===== config.mk =====
export PLATFORM = sky130hd
export DESIGN_NAME = exec_wb_stage
export DESIGN_NICKNAME = d
export VERILOG_FILES = /design/src/rtl/exec_pkg.sv /design/src/rtl/exec_alu.sv /design/src/rtl/exec_wb_stage.sv
export SDC_FILE = /design/constraint.sdc
export NUM_CORES = 1
export LEC_CHECK = 0
export BUFFER_PORTS_ARGS = -buffer_cell sky130_fd_sc_hd__buf_2
export CELL_PAD_IN_SITES_DETAIL_PLACEMENT = 0
export CELL_PAD_IN_SITES_GLOBAL_PLACEMENT = 1
export CORE_ASPECT_RATIO = 1.75
export CORE_MARGIN = 5
export CORE_UTILIZATION = 38
export CTS_CLUSTER_DIAMETER = 120
export CTS_CLUSTER_SIZE = 40
export DETAILED_ROUTE_END_ITERATION = 10
export GPL_ROUTABILITY_DRIVEN = 0
export PLACE_DENSITY = 0.74
export SETUP_SLACK_MARGIN = 0.4
export SYNTH_ARGS = -nofsm -noshare
export SYNTH_HDL_FRONTEND = slang
export SYNTH_SLANG_ARGS = --single-unit

===== constraint.sdc =====
create_clock -name clk -period 2.3 [get_ports clk]
set_input_delay 0.345 -clock clk [delete_from_list [all_inputs] [get_ports clk]]
set_output_delay 0.345 -clock clk [all_outputs]
set_load 0.02 [all_outputs]

===== src/rtl/exec_pkg.sv =====
// Shared definitions for the execute/writeback stage: widths, opcode encoding
// and the helper that tells whether an opcode reads its second source.
package exec_pkg;

    localparam int DATA_W = 8;
    localparam int ADDR_W = 2;

    typedef enum logic [2:0] {
        OP_ADD  = 3'd0,
        OP_SUB  = 3'd1,
        OP_AND  = 3'd2,
        OP_OR   = 3'd3,
        OP_XOR  = 3'd4,
        OP_SHL1 = 3'd5,
        OP_SHR1 = 3'd6,
        OP_MOV  = 3'd7
    } op_e;

    // Shifts and MOV ignore rs1, so it must never raise a hazard for them.
    function automatic logic uses_rs1(input op_e op);
        return (op == OP_ADD) || (op == OP_SUB) || (op == OP_AND) ||
               (op == OP_OR)  || (op == OP_XOR);
    endfunction

endpackage


===== src/rtl/exec_alu.sv =====
// Combinational 8-bit ALU: result and carry/borrow/shifted-out bit per opcode.
module exec_alu
    import exec_pkg::*;
(
    input  op_e               op,
    input  logic [DATA_W-1:0] a,
    input  logic [DATA_W-1:0] b,
    output logic [DATA_W-1:0] result,
    output logic              carry
);

    always_comb begin
        result = '0;
        carry  = 1'b0;
        case (op)
            OP_ADD:  {carry, result} = {1'b0, a} + {1'b0, b};
            OP_SUB:  {carry, result} = {1'b0, a} - {1'b0, b};
            OP_AND:  result = a & b;
            OP_OR:   result = a | b;
            OP_XOR:  result = a ^ b;
            OP_SHL1: {carry, result} = {a, 1'b0};
            OP_SHR1: begin
                result = {1'b0, a[DATA_W-1:1]};
                carry  = a[0];
            end
            OP_MOV:  result = a;
            default: begin
                result = '0;
                carry  = 1'b0;
            end
        endcase
    end

endmodule


===== src/rtl/exec_wb_stage.sv =====
// Execute/writeback stage: E (operands) -> W (result) -> register file write.
// Define FORWARD_EN to resolve RAW hazards by forwarding instead of stalling.
module exec_wb_stage
    import exec_pkg::*;
(
    input  logic              clk,
    input  logic              rst_n,
    input  logic              in_valid,
    output logic              in_ready,
    input  logic [2:0]        in_op,
    input  logic [ADDR_W-1:0] in_rs0,
    input  logic [ADDR_W-1:0] in_rs1,
    input  logic [ADDR_W-1:0] in_rd,
    output logic [ADDR_W-1:0] raddr0,
    output logic [ADDR_W-1:0] raddr1,
    input  logic [DATA_W-1:0] rdata0,
    input  logic [DATA_W-1:0] rdata1,
    output logic [ADDR_W-1:0] waddr,
    output logic [DATA_W-1:0] wdata,
    output logic              wren,
    output logic              flag_z,
    output logic              flag_c
);

    logic              e_valid_q, e_valid_d;
    op_e               e_op_q, e_op_d;
    logic [ADDR_W-1:0] e_rd_q, e_rd_d;
    logic [DATA_W-1:0] e_a_q, e_a_d;
    logic [DATA_W-1:0] e_b_q, e_b_d;

    logic              w_valid_q, w_valid_d;
    logic [ADDR_W-1:0] w_rd_q, w_rd_d;
    logic [DATA_W-1:0] w_result_q, w_result_d;
    logic              w_carry_q, w_carry_d;

    logic              flag_z_q, flag_z_d;
    logic              flag_c_q, flag_c_d;

    op_e               in_op_e;
    logic              haz0_e, haz0_w, haz1_e, haz1_w;
    logic              accept;
    logic [DATA_W-1:0] opnd_a, opnd_b;
    logic [DATA_W-1:0] alu_result;
    logic              alu_carry;

    exec_alu u_alu (
        .op     (e_op_q),
        .a      (e_a_q),
        .b      (e_b_q),
        .result (alu_result),
        .carry  (alu_carry)
    );

    assign raddr0 = in_rs0;
    assign raddr1 = in_rs1;
    assign waddr  = w_rd_q;
    assign wdata  = w_result_q;
    assign wren   = w_valid_q;

    always_comb begin
        in_op_e = op_e'(in_op);
        haz0_e  = e_valid_q && (in_rs0 == e_rd_q);
        haz0_w  = w_valid_q && (in_rs0 == w_rd_q);
        haz1_e  = uses_rs1(in_op_e) && e_valid_q && (in_rs1 == e_rd_q);
        haz1_w  = uses_rs1(in_op_e) && w_valid_q && (in_rs1 == w_rd_q);
`ifdef FORWARD_EN
        // E holds the youngest in-flight value, so it beats W.
        in_ready = 1'b1;
        opnd_a   = haz0_e ? alu_result : (haz0_w ? w_result_q : rdata0);
        opnd_b   = haz1_e ? alu_result : (haz1_w ? w_result_q : rdata1);
`else
        in_ready = !(haz0_e || haz0_w || haz1_e || haz1_w);
        opnd_a   = rdata0;
        opnd_b   = rdata1;
`endif
        accept = in_valid && in_ready;
    end

    always_comb begin
        e_valid_d  = accept;
        e_op_d     = e_op_q;
        e_rd_d     = e_rd_q;
        e_a_d      = e_a_q;
        e_b_d      = e_b_q;
        w_valid_d  = e_valid_q;
        w_rd_d     = w_rd_q;
        w_result_d = w_result_q;
        w_carry_d  = w_carry_q;
        if (accept) begin
            e_op_d = in_op_e;
            e_rd_d = in_rd;
            e_a_d  = opnd_a;
            e_b_d  = opnd_b;
        end
        if (e_valid_q) begin
            w_rd_d     = e_rd_q;
            w_result_d = alu_result;
            w_carry_d  = alu_carry;
        end
        // Flags show the retiring result during wren and hold it afterwards.
        flag_z_d = w_valid_q ? (w_result_q == '0) : flag_z_q;
        flag_c_d = w_valid_q ? w_carry_q : flag_c_q;
        flag_z   = flag_z_d;
        flag_c   = flag_c_d;
    end

    always_ff @(posedge clk or negedge rst_n) begin
        if (!rst_n) begin
            e_valid_q  <= 1'b0;
            e_op_q     <= OP_ADD;
            e_rd_q     <= '0;
            e_a_q      <= '0;
            e_b_q      <= '0;
            w_valid_q  <= 1'b0;
            w_rd_q     <= '0;
            w_result_q <= '0;
            w_carry_q  <= 1'b0;
            flag_z_q   <= 1'b0;
            flag_c_q   <= 1'b0;
        end else begin
            e_valid_q  <= e_valid_d;
            e_op_q     <= e_op_d;
            e_rd_q     <= e_rd_d;
            e_a_q      <= e_a_d;
            e_b_q      <= e_b_d;
            w_valid_q  <= w_valid_d;
            w_rd_q     <= w_rd_d;
            w_result_q <= w_result_d;
            w_carry_q  <= w_carry_d;
            flag_z_q   <= flag_z_d;
            flag_c_q   <= flag_c_d;
        end
    end

endmodule

# == Yosys cells after proc, flatten, opt, wreduce, memory -nomap -nowiden ==
# Index checks and enable logic that the tools add are counted.
# totals
output_inout_bits,18
in_bits,28
reg_bits,36
wordCells,53
# classes
n_mux,4
add_sub_neg,2
eq_ne,15
bitwise,3
n_reduce_logical,18
# op_table
operator,count
$pmux W8 S8,1
$eq A3 B3 Y1 const B,5
$eq A3 B2 Y1 const B,4
$add A8 B8 Y9,1
$sub A8 B8 Y9,1
$and A8 B8 Y8,1
$eq A2 B2 Y1,4
$logic_not A8 Y1,1
$or A8 B8 Y8,1
$xor A8 B8 Y8,1
$logic_and A1 B1 Y1,7
$logic_or A1 B1 Y1,7
$eq A3 B1 Y1 const B,2
$logic_not A3 Y1,2
$pmux W1 S4,1
$mux W1,2
$logic_not A1 Y1,1

# == Logic depth before layout (Yosys ltp) ==
# depth
ltp_word,11
depth_mapped,8
ltp_nobuf,8

# == Modules after synthesis ==
# Synthesis repeated with hierarchy kept, for this count alone.
# hier_totals
hier_cells,280
hier_area_um2,2825.2
# by_module_without_submodules
module,area_per_inst_um2,instances,seq_area_each_um2,cells_each
exec_wb_stage,1482.7,1,900.9,98
exec_alu,1342.5,1,0.0,182

# == Least setup slack after synthesis ==
# No wires, ideal clock.
# synth_timing
path_type,register -> register
start,reg e_a_q[5]
end,"reg w_result_q[5], in the netlist wdata[5]"
synth_period_minus_slack_ns,1.998
arrival_time_ns,1.856
path_stages_with_launch,9
setup_time_ns,0.142
path_buffers,1
t_required_ns,2.158
slack_ns,0.302
path_cell_list,dfrtp_1 inv_1 ha_1 buf_2 mux4_1 nand2_1 o21ai_0 o31ai_1 o221ai_1
# synth_between
elab_chain_cells,2
elab_cells_between_ends,6
cone_classes,add/sub (2); mux (1); bitwise (3)
# synth_lines
element,line,rtl
from (decl),exec_wb_stage.sv:28,"logic [DATA_W-1:0] e_a_q, e_a_d;"
from (signal assigned),exec_wb_stage.sv:112,e_a_q <= '0;
from (signal assigned),exec_wb_stage.sv:124,e_a_q <= e_a_d;
"$sub A8 B8 Y9, or another cell as far along",exec_alu.sv:17,"OP_SUB: {carry, result} = {1'b0, a} - {1'b0, b};"
$pmux W8 S8 (*),exec_alu.sv:15,case (op)
to (signal assigned),exec_wb_stage.sv:128,w_result_q <= w_result_d;
to (decl),exec_wb_stage.sv:33,"logic [DATA_W-1:0] w_result_q, w_result_d;"
# Every way passes the cells marked *; elsewhere a longest branch is shown, timed or not.
# A chain may end at the register's enable or synchronous reset.

# == Worst setup path after layout ==
# Ends and elaborated chain as after synthesis.

==> impl_metrics.toml <==
[run_status]
status = "complete, no violations"

[synth]
ys_seq_elements = 36
ys_top_cells_by_count = "36 x dfrtp_1, 27 x inv_1, 26 x mux2_2"
netlist_instances = 303
ys_seq_area_share_pct = 31.20
synth_cell_types = 51
synth_top_area_cell = "dfrtp_1"
synth_most_common_cell = "dfrtp_1"
synth_edf_count = 0
synth_top_area_share_pct = 31.20
synth_nets = 358
async_reset_ff_share_pct = 100.0
synthesis.area_mm2 = 0.002888
yosys-top-cells-area = "dfrtp_1 31%, ha_1 11%, mux2_2 10%"
syn_avg_cell_area_um2 = 9.531
synth-main-ff-cell = "dfrtp_1"
yosysWarnings = 0

[detailed_routing]
vias = 2430
antenna_left = 0
drt-initial-drc-count = 173
dr.pass1.iters = 5
wirelength_um = 7754
avgViaCountPerCell = 5.388
drc = 0
wl_per_cell_um = 17.19

[timing]
rsz0062_at_grt = "true"
period_needed_ps = 1883
relSlewSlack_pct = 43.86
setup_viol = 0
fin_skew_ps = 2.005
max_freq_mhz = 531.0
slew_violations = 0
finalCritPeriodShare_pct = 81.87
totalNegativeSetupSlack_ps = 0
final-hold-violation-count = 0
tightest_slew_ps = 842.0

[clocking]
cts_htree_levels = 2
clk_pin_slew_ps = 50
root_buffer = "clkbuf_16"
cts_buffer_depth = 2
numCtsBuffers = 5
cts_tree = "built"
clock_sinks = 36
ctsHoldBuffers = 0
clock_latency_ps = 280

[worst_setup_path]
cpMostUsedCell = "buf_4"
cp.arrival_ps = 2030
path_class = "flip-flop to flip-flop"
reg2reg_to = "wdata[5]"
r2r_slack_ps = 420
endpoint_kind = "flip-flop"
path_max_fanout = 4
crit_path_max_incr_delay_ps = 460
r2r_start = "e_a_q[5]"
start_kind = "flip-flop"
r2r_cells = 7
cp_top_family = "compound AO/OA/AOI/OAI gates"
crit_path_top_delay_cell = "mux4_2"
cp.required_ps = 2450
path_cells = "buf_4 -> buf_4 -> mux4_2 -> nand2_1 -> o21ai_0 -> o31ai_1 -> o221ai_1"
cp.buffers_inverters = 2

[floorplan]
rows = 42
ios = 46
start_util_pct = 38.43
dieArea_mm2 = 0.009511
dieHeight_um = 125.3
die_w_um = 75.90
coreArea_mm2 = 0.007515

[global_route]
grt.busiest_layer = "met2"
grtUsageMet1_pct = 18.14
met2_usage_pct = 31.41
grt-ovfl-total = 0
grt_pass1_vias = 2557
grt_pass1_wl_um = 12440
use_met3_pct = 2.490
grt_start_max_net_pins = 37
grt_use_total_pct = 17.37
antenna_found_initial = 0

[cells_and_area]
antenna_cells = 0
synthToLayoutAreaGrowth_pct = 25.74
fin_util_pct = 48.32
final_layout_size_suffix_gt1_share_pct = 41.32
final_nets = 418
nFillCells = 725

[run]
cap_violations = 0

[place]
hpwl_um = 5783
io_buffers = 45

[hold_path]
hold_path_class = "input port to async pin"
final cells by class:
cell class                      instances  area, um2  area share [%]
Timing Repair Buffer                   75      466.7           12.85
Inverter                               27      101.3           2.791
Sequential cell                        36      907.1           24.98
Tap cell                               88      110.1           3.032
Multi-Input combinational cell        218       1912           52.65
Clock buffer                            6      128.9           3.549
Clock inverter                          1      5.005          0.1378
stage by stage:
step                setup WS [ps]  cells  cell area, um2  hold slack (ps)
CTS                         400.6    445            3501            194.0
detailed placement          120.4    430            3217            489.1
global route                277.4    451            3631            261.8
finish                      416.9    451            3631            167.1
floorplan                   413.5    303            2893            49.41
global placement            189.6    430            3217            484.7
placed cells by master, fill, tap and decap left out, types with 3 or more instances in the layout:
master     netlist  routed
o211ai_1         5       5
a21oi_2          0       5
nor3_1           5       5
o22ai_1          3       3
mux4_2           2       3
mux2i_1          3       3
clkbuf_16        0       5
nand3_1          9       9
xnor2_1         12      12
o21ai_0         11      10
ha_4             0       5
inv_1           27      23
dfrtp_1         36      31
nor2b_1          5       3
ha_2             0       4
xor2_1           3       3
a31oi_1          3       3
nand2_1         19      19
nand2b_1         6       6
nor2_1          16      15
inv_2            0       4
a21oi_1         16      11
ha_1            25      16
nand3b_1         3       3
mux2_2          26      26
a211oi_1         4       3
buf_4            5      28
buf_2           11      45
dfrtp_2          0       5
timing repair:
action                                  in CTS  in global routing
setup buffers                                8                  6
pin swaps                                    9                 15
gates cloned                                 0                  0
endpoints found under the setup margin       8                  8
gates resized for setup                     24                 19
worst max-delay path by stage:
stage             start   endpoint  slack (ps)  depth (start not counted)
6_report       e_a_q[5]   wdata[5]         420                          7
5_1_grt        e_a_q[1]   wdata[5]         280                          7
4_1_cts        e_b_q[0]  w_carry_q         400                          8
3_5_place_dp   e_a_q[0]   wdata[4]         120                          8
3_3_place_gp   e_a_q[0]   wdata[4]         190                          8
2_1_floorplan  e_a_q[5]   wdata[5]         410                          8
routing by layer:
| layer | vias to the layer above | wire, um |
|---|---|---|
| met5 | - | 0 |
| met3 | 25 | 304 |
| met2 | 70 | 4290 |
| li1 | 1181 | - |
| met4 | 0 | 299 |
| met1 | 1154 | 2858 |
cell families (layout without fill, tap and decap cells):
logic type,Yosys count,after routing,share of synthesized area (%)
and+or+nand+nor,76,76,13.13
AOI/OAI and AO/OA,66,66,15.69
buffers and inverters,49,109,8.276
DFF,36,36,31.20
muxes,34,34,14.95
adders and majority gates,27,27,12.22
xor gates and xnor gates,15,15,4.550
registers in the layout, summed over array words and instances, names as in the netlist:
signal / flops
e_a_q: 8
e_b_q: 8
e_op_q: 3
e_rd_q: 2
e_valid_q: 1
flag_c_q: 1
flag_z_q: 1
w_carry_q: 1
waddr: 2
wdata: 8
wren: 1
worst register-to-register path, cell delays in order, from the launching register on:
cell and delay [ps]:
dfrtp_2 400, buf_4 150, buf_4 150, mux4_2 460, nand2_1 60, o21ai_0 120, o31ai_1 270, o221ai_1 150
Power is left out: the tool's default activity adds up to more than one toggle a clock period on the data nets, which glitch-free logic cannot reach.
